File: config.mk
export PLATFORM = sky130hd
export DESIGN_NAME = scoreboard_register_file
export DESIGN_NICKNAME = d
export VERILOG_FILES = /design/src/rtl/scoreboard_register_file.sv
export SDC_FILE = /design/constraint.sdc
export NUM_CORES = 1
export LEC_CHECK = 0
export ABC_AREA = 1
export ABC_CLOCK_PERIOD_IN_PS = 5400
export CAP_MARGIN = 15
export CORE_MARGIN = 2
export CORE_UTILIZATION = 35
export CTS_CLUSTER_SIZE = 20
export DETAILED_ROUTE_END_ITERATION = 8
export DONT_BUFFER_PORTS = 1
export HOLD_SLACK_MARGIN = 0.03
export PLACE_DENSITY = 0.46
export SLEW_MARGIN = 20
export SYNTH_ARGS = -nofsm -noshare
export SYNTH_HDL_FRONTEND = slang
export SYNTH_SLANG_ARGS = --single-unit
File: constraint.sdc
create_clock -name clk -period 5.4 [get_ports clk]
set_clock_uncertainty 0.2 [all_clocks]
set_input_delay 1.08 -clock clk [delete_from_list [all_inputs] [get_ports clk]]
set_output_delay 1.08 -clock clk [all_outputs]
set_load 0.01 [all_outputs]
File: src/rtl/scoreboard_register_file.sv
// ============================================================================
// scoreboard_register_file
// ----------------------------------------------------------------------------
// Purpose:
//   Register file for the ARM-style pipeline. It has two combinational read
//   ports, one synchronous write port and a one-bit-per-register busy
//   scoreboard. ID uses the scoreboard to detect RAW hazards, and WB clears
//   it. A read of PcIndex returns pcIn. A read of any other index outside the
//   physical range returns zero.
//
// Optional feature (compile-time macro REGFILE_BYPASS_EN):
//   When REGFILE_BYPASS_EN is defined, a same-cycle WB write to a register
//   that is being read is forwarded to the read data. That source is also
//   removed from the hazard term for the cycle. When the macro is undefined,
//   reads return stored contents only.
//
// Parameters:
//   WordLen  data width
//   AddrLen  register index width
//   NumRegs  physical registers 0..NumRegs-1 (NumRegs < 2**AddrLen)
//   PcIndex  index aliased to pcIn (PcIndex >= NumRegs)
//
// Ports:
//   clk            in   clock, rising edge
//   rstN           in   asynchronous active-low reset
//   readRegister1  in   read port 1 index
//   readRegister2  in   read port 2 index
//   src1Valid      in   port 1 index is a real source operand
//   src2Valid      in   port 2 index is a real source operand
//   readData1      out  port 1 data (combinational)
//   readData2      out  port 2 data (combinational)
//   pcIn           in   value returned for reads of PcIndex
//   issueEn        in   instruction with a destination leaves ID
//   issueRegister  in   destination index of the issuing instruction
//   writeEn        in   WB write strobe
//   writeRegister  in   WB destination index
//   writeData      in   WB data
//   flush          in   clear all busy bits (an issue in the same cycle wins)
//   hazard         out  a valid source operand is busy
//   busyVec        out  busy bit per physical register
// ============================================================================
module scoreboard_register_file #(
    parameter int WordLen = 32,
    parameter int AddrLen = 4,
    parameter int NumRegs = 15,
    parameter int PcIndex = 15
) (
    input  logic               clk,
    input  logic               rstN,
    input  logic [AddrLen-1:0] readRegister1,
    input  logic [AddrLen-1:0] readRegister2,
    input  logic               src1Valid,
    input  logic               src2Valid,
    output logic [WordLen-1:0] readData1,
    output logic [WordLen-1:0] readData2,
    input  logic [WordLen-1:0] pcIn,
    input  logic               issueEn,
    input  logic [AddrLen-1:0] issueRegister,
    input  logic               writeEn,
    input  logic [AddrLen-1:0] writeRegister,
    input  logic [WordLen-1:0] writeData,
    input  logic               flush,
    output logic               hazard,
    output logic [NumRegs-1:0] busyVec
);

    localparam logic [AddrLen-1:0] NumRegsIdx = AddrLen'(NumRegs);
    localparam logic [AddrLen-1:0] PcIdx      = AddrLen'(PcIndex);

    logic [WordLen-1:0] regFile_r [NumRegs];
    logic [NumRegs-1:0] busy_r;
    logic [NumRegs-1:0] busyNext_s;
    logic               writeHit_s;
    logic               issueHit_s;
    logic [WordLen-1:0] stored1_s;
    logic [WordLen-1:0] stored2_s;
    logic               fwd1_s;
    logic               fwd2_s;
    logic               busy1_s;
    logic               busy2_s;

    // Looks up a busy bit without indexing out of range. Non-physical indices,
    // including PcIndex, are never busy.
    function automatic logic busyAt(input logic [NumRegs-1:0] vec,
                                    input logic [AddrLen-1:0] idx);
        logic hit;
        hit = 1'b0;
        for (int i = 0; i < NumRegs; i++) begin
            if (idx == AddrLen'(i)) begin
                hit = vec[i];
            end else begin
                hit = hit;
            end
        end
        return hit;
    endfunction

    // Writes and issues take effect only when they target a physical register.
    assign writeHit_s = writeEn && (writeRegister < NumRegsIdx);
    assign issueHit_s = issueEn && (issueRegister < NumRegsIdx);

`ifdef REGFILE_BYPASS_EN
    // A WB write to the register being read forwards its data this cycle.
    assign fwd1_s = writeHit_s && (writeRegister == readRegister1);
    assign fwd2_s = writeHit_s && (writeRegister == readRegister2);
`else
    assign fwd1_s = 1'b0;
    assign fwd2_s = 1'b0;
`endif

    // Stored-content read mux for port 1: the PC alias has priority, and other
    // non-physical indices read as zero.
    always_comb begin
        stored1_s = {WordLen{1'b0}};
        if (readRegister1 == PcIdx) begin
            stored1_s = pcIn;
        end else if (readRegister1 < NumRegsIdx) begin
            stored1_s = regFile_r[readRegister1];
        end else begin
            stored1_s = {WordLen{1'b0}};
        end
    end

    // Stored-content read mux for port 2 (same rules as port 1).
    always_comb begin
        stored2_s = {WordLen{1'b0}};
        if (readRegister2 == PcIdx) begin
            stored2_s = pcIn;
        end else if (readRegister2 < NumRegsIdx) begin
            stored2_s = regFile_r[readRegister2];
        end else begin
            stored2_s = {WordLen{1'b0}};
        end
    end

    assign readData1 = fwd1_s ? writeData : stored1_s;
    assign readData2 = fwd2_s ? writeData : stored2_s;

    // A forwarded source has its RAW hazard resolved in the same cycle.
    assign busy1_s = busyAt(busy_r, readRegister1) & ~fwd1_s;
    assign busy2_s = busyAt(busy_r, readRegister2) & ~fwd2_s;
    assign hazard  = (src1Valid & busy1_s) | (src2Valid & busy2_s);
    assign busyVec = busy_r;

    // Next-state scoreboard. The order flush -> WB clear -> issue set lets a
    // younger issue win over both a flush and a WB to the same register.
    always_comb begin
        busyNext_s = busy_r;
        if (flush) begin
            busyNext_s = {NumRegs{1'b0}};
        end else begin
            busyNext_s = busy_r;
        end
        for (int i = 0; i < NumRegs; i++) begin
            if (writeHit_s && (writeRegister == AddrLen'(i))) begin
                busyNext_s[i] = 1'b0;
            end else begin
                busyNext_s[i] = busyNext_s[i];
            end
            if (issueHit_s && (issueRegister == AddrLen'(i))) begin
                busyNext_s[i] = 1'b1;
            end else begin
                busyNext_s[i] = busyNext_s[i];
            end
        end
    end

    // Scoreboard state register.
    always_ff @(posedge clk or negedge rstN) begin
        if (!rstN) begin
            busy_r <= {NumRegs{1'b0}};
        end else begin
            busy_r <= busyNext_s;
        end
    end

    // Register storage. Reset loads each register with its own index.
    always_ff @(posedge clk or negedge rstN) begin
        if (!rstN) begin
            for (int i = 0; i < NumRegs; i++) begin
                regFile_r[i] <= WordLen'(i);
            end
        end else if (writeHit_s) begin
            regFile_r[writeRegister] <= writeData;
        end
    end

    scoreboard_register_file_checker #(
        .NumRegs (NumRegs)
    ) uChecker (
        .clk       (clk),
        .rstN      (rstN),
        .flush     (flush),
        .issueEn   (issueEn),
        .src1Valid (src1Valid),
        .src2Valid (src2Valid),
        .hazard    (hazard),
        .busyVec   (busyVec)
    );

endmodule

// ============================================================================
// scoreboard_register_file_checker
// ----------------------------------------------------------------------------
// Purpose:
//   Structural properties of the scoreboard outputs.
//
// Ports:
//   clk, rstN, flush, issueEn, src1Valid, src2Valid, hazard, busyVec
//   All are inputs observed from the register file.
// ============================================================================
module scoreboard_register_file_checker #(
    parameter int NumRegs = 15
) (
    input logic               clk,
    input logic               rstN,
    input logic               flush,
    input logic               issueEn,
    input logic               src1Valid,
    input logic               src2Valid,
    input logic               hazard,
    input logic [NumRegs-1:0] busyVec
);

    // A flush with no competing issue leaves an empty scoreboard.
    aFlushClears: assert property (@(posedge clk) disable iff (!rstN)
        (flush && !issueEn) |=> (busyVec == {NumRegs{1'b0}}));

    // A hazard requires at least one qualified source.
    aHazardQualified: assert property (@(posedge clk) disable iff (!rstN)
        hazard |-> (src1Valid || src2Valid));

    // An empty scoreboard can never raise a hazard.
    aNoBusyNoHazard: assert property (@(posedge clk) disable iff (!rstN)
        (busyVec == {NumRegs{1'b0}}) |-> !hazard);

endmodule

==> flow_summary_export.csv, run 1 <==
group,metric,value,unit
drt,viasPerCell,5.80,
placed_design,place_ws,0.973,ns
setup_path,rr_worst_depth,2,
global_route,grt_pass1_wl,162000,um
pwr,cellLeakagePower,0.0123,uW
drt,drtIter0Drc,2844,
clock_network,cts_buffers,59,
layout,synthToLayoutAreaGrowth,11.5,%
yosys,netlist_area,0.0257,mm^2
drt,wl_per_cell,26.2,um
setup_path,critPathLaunchType,"input port",
timing,fmax,223,MHz
pwr,p_total,11300,uW
timing,hold_viol,9,
drt,remaining_drc_errors,0,
yosys,synth_fp_nets,3375,
timing,rsz0062_at_grt,"false",
worst_hold_path,hold_class,"in -> async",
yosys,ys_ff_latch,495,
timing,worst_pin_slew,2.22,ns
timing,setup_ws,0.918,ns
yosys,yosys_most_used_dff,"dfrtp_1",
run_status,status,"finished with violations",
global_route,gr-max-usage-layer,"met2",
timing,setup_viol,0,
die,num_rows,99,
yosys,synth_top_area_share,45.5,%
global_route,grt_max_degree,496,
yosys,syn_avg_cell_area,7.82,um^2
flow_run,drv_cap,0,
setup_path,path_cells,"inv_2 -> nand2_4 -> buf_4 -> nor2_1 -> a221oi_1 -> o21ai_0 -> a221oi_1 -> nand2_1",
global_route,grt_pass1_vias,23600,
layout,fin_area,0.0287,mm^2
placed_design,postPlaceCellArea,0.0266,mm^2
placed_design,place.gp.congestion,0.855,
yosys,ys_top_cells_by_area,"dfrtp_1 (45%), o21ai_0 (14%), nand2_1 (11%)",
die,fp.coreArea,0.0728,mm^2
setup_path,critPathKind,"in -> out",
setup_path,critPathArrivalTime,3.20,ns
clock_network,cts_sinks,495,
global_route,met3_usage,5.56,%
timing,final_max_slew_viol_count,360,
setup_path,path_common_cell,"a221oi_1",
setup_path,cp_max_fo,29,
yosys,synth_seq_area_share,48.3,%
global_route,use_met2,44.3,%
setup_path,cpPeakStageDelay,0.64,ns
yosys,synth_top_area_cell,"dfrtp_1",
setup_path,cpMaxStageDelayCell,"a221oi_1",
setup_path,r2r_setup_slack,4.25,ns
drt,vias,24200,
die,die-area,0.0756,mm^2
run_status,violations,"hold timing, slew limit",
setup_path,end_kind,"output port",
die,die_h,275,um
timing,whs,-0.0627,ns
clock_network,cts_tree,"built",
die,die_w,275,um
pwr,p_per_area,396,mW/mm^2
yosys,yosysMostFrequentCell,"nand2_1",
pwr,ir_drop,0.233,mV
layout,final_nets,3256,
global_route,grt_usage,28.9,%
global_route,met1_usage,40.5,%
yosys,ys_warn_count,0,
global_route,antenna_found_initial,4,
drt,routed_wl,110000,um
clock_network,htreeDepth,2,
setup_path,r2r_start,"busyVec[7]$_DFFE_PN0P_",
timing,relSlewSlack,-47.8,%
clock_network,clockRootBuffer,"clkbuf_16",
yosys,async_flop_share,100,%
global_route,grt_overflow,0,
setup_path,required,4.12,ns
timing,fin_tns_setup,0,ns
drt,antenna_left,0,
placed_design,port_buffers,0,
placed_design,dp_hpwl,64300,um
clock_network,clk_latency,0.64,ns
yosys,synth_cell_types,37,
layout,drive_gt1_share,7.58,%
yosys,synth-edff-count,0,
die,io_pins,167,
die,initial_core_util,35.3,%
setup_path,r2r_end,"busyVec[7]$_DFFE_PN0P_",
yosys,synth.top_cells.by_count,"nand2_1 (772), o21ai_0 (704), dfrtp_1 (467)",
yosys,postSynthCellCount,3288,
timing,fin_crit,4.48,ns
drt,drtPass1Iterations,6,
clock_network,cts.path.max_buffers,3,
clock_network,clk_pin_slew_worst_paths,0.06,ns
timing,finalCritPeriodShare,83.0,%
==> layout by cell type (no fill, tap or decap), types with 36 or more instances in the layout <==
master and instances:
a22oi_1 67, a21oi_1 56, nand2_1 772, buf_4 72
o221ai_1 81, o21ai_0 704, nor2_1 87, a221oi_1 55
nand4_1 36, dfrtp_1 467, clkbuf_16 61, o22ai_1 142
inv_1 408
==> worst max-delay path by stage <==
stage,startpoint,end,slack (ns),cells past startpoint
6_report,readRegister2[1],readData2[13],0.92,8
5_1_grt,readRegister2[1],readData2[22],0.86,10
4_1_cts,readRegister1[2],readData1[10],0.97,6
3_5_place_dp,readRegister1[2],readData1[10],0.97,6
3_3_place_gp,readRegister2[1],readData2[4],0.99,7
2_1_floorplan,readRegister2[0],readData2[22],1.82,9
==> power breakdown <==
part,internal (uW),switching [uW]
Combinational,742,1420
Sequential,4570,407
Clock,2500,1700
==> per-stage QoR <==
stage,std cells,utilization [%],hold WS [ns]
floorplan,3288,-,0.262
global placement,4066,36.6,0.277
detailed placement,4066,36.6,0.277
CTS,4177,39.3,-0.0590
global route,4180,39.4,-0.0862
finish,4181,39.4,-0.0627
==> registers in the layout, indices dropped and copies added (netlist names) <==
| name | flops |
|---|---|
| regFile_r | 480 |
| busyVec | 15 |
==> kinds of logic after synthesis <==
| family | count (synthesis) | synth area share, % |
|---|---|---|
| DFF | 495 | 48.3 |
| and+or+nand+nor | 940 | 14.4 |
| buffers and inverters | 684 | 10.6 |
| AOI/OAI and AO/OA | 1169 | 26.7 |
==> layout make-up <==
| type | count | area, um^2 |
|---|---|---|
| repair buffers | 81 | 721 |
| diodes | 3 | 7.51 |
| inverters | 423 | 1590 |
| clock buffers | 91 | 1750 |
| clock inverters | 20 | 264 |
| flip-flops and latches | 495 | 12400 |
| multi-input cells | 2109 | 10700 |
| well taps | 959 | 1200 |
| fillers | 7444 | 44200 |
==> metal layers <==
metal,vias up,routed length (um)
li1,10900,-
met1,12000,48100
met2,1142,48200
met3,204,9440
met4,2,3920
met5,-,13
==> what timing repair did <==
action | CTS | global route
resized for setup | 0 | 0
setup buffers | 0 | 0
setup endpoints to repair | 0 | 0
endpoints found under the hold margin | 467 | 214
==> worst max-delay path, delay by kind of cell <==
family | cells | cell delay (ns)
buf+inv | 2 | 0.52
compound gates | 3 | 1.02
simple gates | 3 | 0.54
Power figures use the tool's default switching activity.
==> inputs of run 2 (changes only) <==
Settings changed: ABC_CLOCK_PERIOD_IN_PS 5400 to 4400.
Clock period 5.4 ns to 4.4 ns, I/O delays scaled along.
==> run 2 against run 1 <==
  * The flow still finishes with violations (hold timing, slew limit)
  * Sequential share of layout area is 0.19 points lower
  * Setup slack lost 0.38 ns
  * Critical path depth rose by 3
  * Power grew 20%
  * Clock power is 15% higher
  * Global-route usage down 0.66 points
  * Final cell count is 0.45% higher
  * Sequential cell count unchanged
  * Register-to-register slack worse by 1.1 ns
  * Utilization up 0.17 points
  * Clock-buffer cell count increased by 6
  * Critical path type unchanged
  * Critical endpoint is now hazard
  * Largest power group unchanged
==> flow_summary_export.csv, run 2 (synthesis results as in run 1) <==
group,metric,value,unit
setup_path,path_cells,"nor2_4 -> buf_12 -> buf_4 -> a21oi_1 -> o221ai_1 -> o211ai_1 -> o21ai_0 -> nand2_1 -> nand3_1 -> nand2_1 -> nand2_1",
layout,final_nets,3279,
timing,finalCritPeriodShare,87.9,%
clock_network,cts_sinks,495,
drt,wl_per_cell,25.6,um
setup_path,cpPeakStageDelay,0.42,ns
pwr,ir_drop,0.299,mV
setup_path,rr_worst_depth,2,
clock_network,clockRootBuffer,"clkbuf_16",
timing,relSlewSlack,-16.0,%
setup_path,path_common_cell,"nand2_1",
flow_run,drv_cap,0,
drt,drtIter0Drc,2786,
setup_path,cpMaxStageDelayCell,"buf_12",
setup_path,end_kind,"output port",
layout,mostFrequentLayoutCells,"nand2_1 (772), o21ai_0 (704), dfrtp_1 (467)",
layout,regMostFlops,"regFile_r",
timing,setup_viol,0,
setup_path,critPathKind,"in -> out",
global_route,grt_pass1_vias,23300,
global_route,gr-max-usage-layer,"met2",
global_route,grt_overflow,0,
pwr,p_per_area,474,mW/mm^2
clock_network,post_cts_buffers,0,
timing,fin_crit,3.87,ns
setup_path,crit_buf_inv,2,
placed_design,dp_hpwl,65500,um
placed_design,place.gp.congestion,0.871,
drt,vias,24400,
pwr,cellLeakagePower,0.0124,uW
placed_design,port_buffers,0,
drt,viasPerCell,5.81,
layout,drive_gt1_share,8.12,%
timing,hold_viol,274,
global_route,grt_usage,28.2,%
layout,synthToLayoutAreaGrowth,12.0,%
setup_path,path_delay_family,"buffers and inverters",
worst_hold_path,hold_class,"in -> async",
die,num_rows,99,
setup_path,cp_max_fo,71,
timing,whs,-0.230,ns
layout,filler_cell_count,7431,
timing,final_max_slew_viol_count,123,
clock_network,htreeDepth,2,
setup_path,r2r_setup_slack,3.18,ns
drt,drtPass1Iterations,8,
die,die-area,0.0756,mm^2
global_route,met3_usage,5.80,%
die,die_w,275,um
run_status,violations,"hold timing, slew limit",
setup_path,r2r_start,"busyVec[13]$_DFFE_PN0P_",
run_status,status,"finished with violations",
global_route,met1_usage,40.2,%
drt,remaining_drc_errors,0,
die,fp.coreArea,0.0728,mm^2
drt,routed_wl,108000,um
timing,rsz0062_at_grt,"false",
global_route,use_met2,42.8,%
global_route,grt_pass1_wl,159000,um
global_route,antenna_found_initial,3,
clock_network,clk_pin_slew_worst_paths,0.06,ns
drt,antenna_left,0,
die,initial_core_util,35.3,%
layout,largest_reg_flops,480,
layout,regArea,0.0124,mm^2
timing,fin_tns_setup,0,ns
layout,fin_util,39.5,%
clock_network,cts_buffers,58,
clock_network,cts.path.max_buffers,3,
setup_path,critPathLaunchType,"input port",
die,die_h,275,um
die,io_pins,167,
setup_path,required,3.32,ns
timing,fmax,259,MHz
layout,layout_commonest_cell,"nand2_1",
setup_path,r2r_end,"busyVec[13]$_DFFE_PN0P_",
clock_network,clk_latency,0.63,ns
timing,worst_pin_slew,1.74,ns
clock_network,cts_resized,0,
clock_network,cts_tree,"built",
layout,multi_input_area,0.0107,mm^2
setup_path,critPathArrivalTime,2.79,ns
global_route,grt_max_degree,496,
## run 2: cell count changes in the layout (fill, tap and decap cells not counted), sizes merged
cell      change
buf          +24
clkbuf        +6
bufinv        -5
clkinvlp      -4
clkinv        -3
inv           +3
diode         -2
## run 2: power breakdown
part           total (uW)  switching, uW  internal (uW)  leakage, uW
combinational        2690           1750            939      0.00547
clock                4840           2040           2810     0.000929
sequential           6100            489           5610      0.00597
## run 2: through the flow
| stage | hold WS [ns] | cell area [um^2] | std cells | power [uW] | setup slack, ns |
|---|---|---|---|---|---|
| after floorplan | 0.262 | 25700 | 3288 | 7940 | 1.22 |
| after global placement | 0.280 | 26900 | 4091 | 8720 | 0.593 |
| after detailed placement | 0.290 | 26900 | 4091 | 8810 | 0.562 |
| after CTS | -0.233 | 28800 | 4199 | 13700 | 0.552 |
| after global routing | -0.267 | 28800 | 4199 | 14300 | 0.415 |
| final | -0.230 | 28800 | 4200 | 13600 | 0.535 |
## run 2: worst max-delay path by stage
stage                           from       endpoint  slack, ns  depth (start not counted)
CTS                 readRegister2[1]  readData2[11]       0.55                          9
global route        readRegister2[1]  readData2[11]       0.41                          9
detailed placement  readRegister2[1]  readData2[11]       0.56                          9
floorplan           readRegister2[0]  readData2[22]       1.22                          9
finish              readRegister1[1]         hazard       0.53                         11
global placement    readRegister1[1]         hazard       0.59                         11
## run 2: final cells by class
cell class                      count  area share, %
Timing Repair Buffer              105           3.43
Sequential cell                   495           43.2
Clock inverter                     11          0.304
Clock buffer                       97           6.22
Antenna cell                        1        0.00869
Tap cell                          959           4.17
Inverter                          423           5.52
Multi-Input combinational cell   2109           37.2
## run 2: routing by layer
metal	up-vias	part of all wire (%)
met5	-	0.012
met4	2	3.6
met3	226	9.4
met2	1301	44
met1	11900	43
li1	10900	-
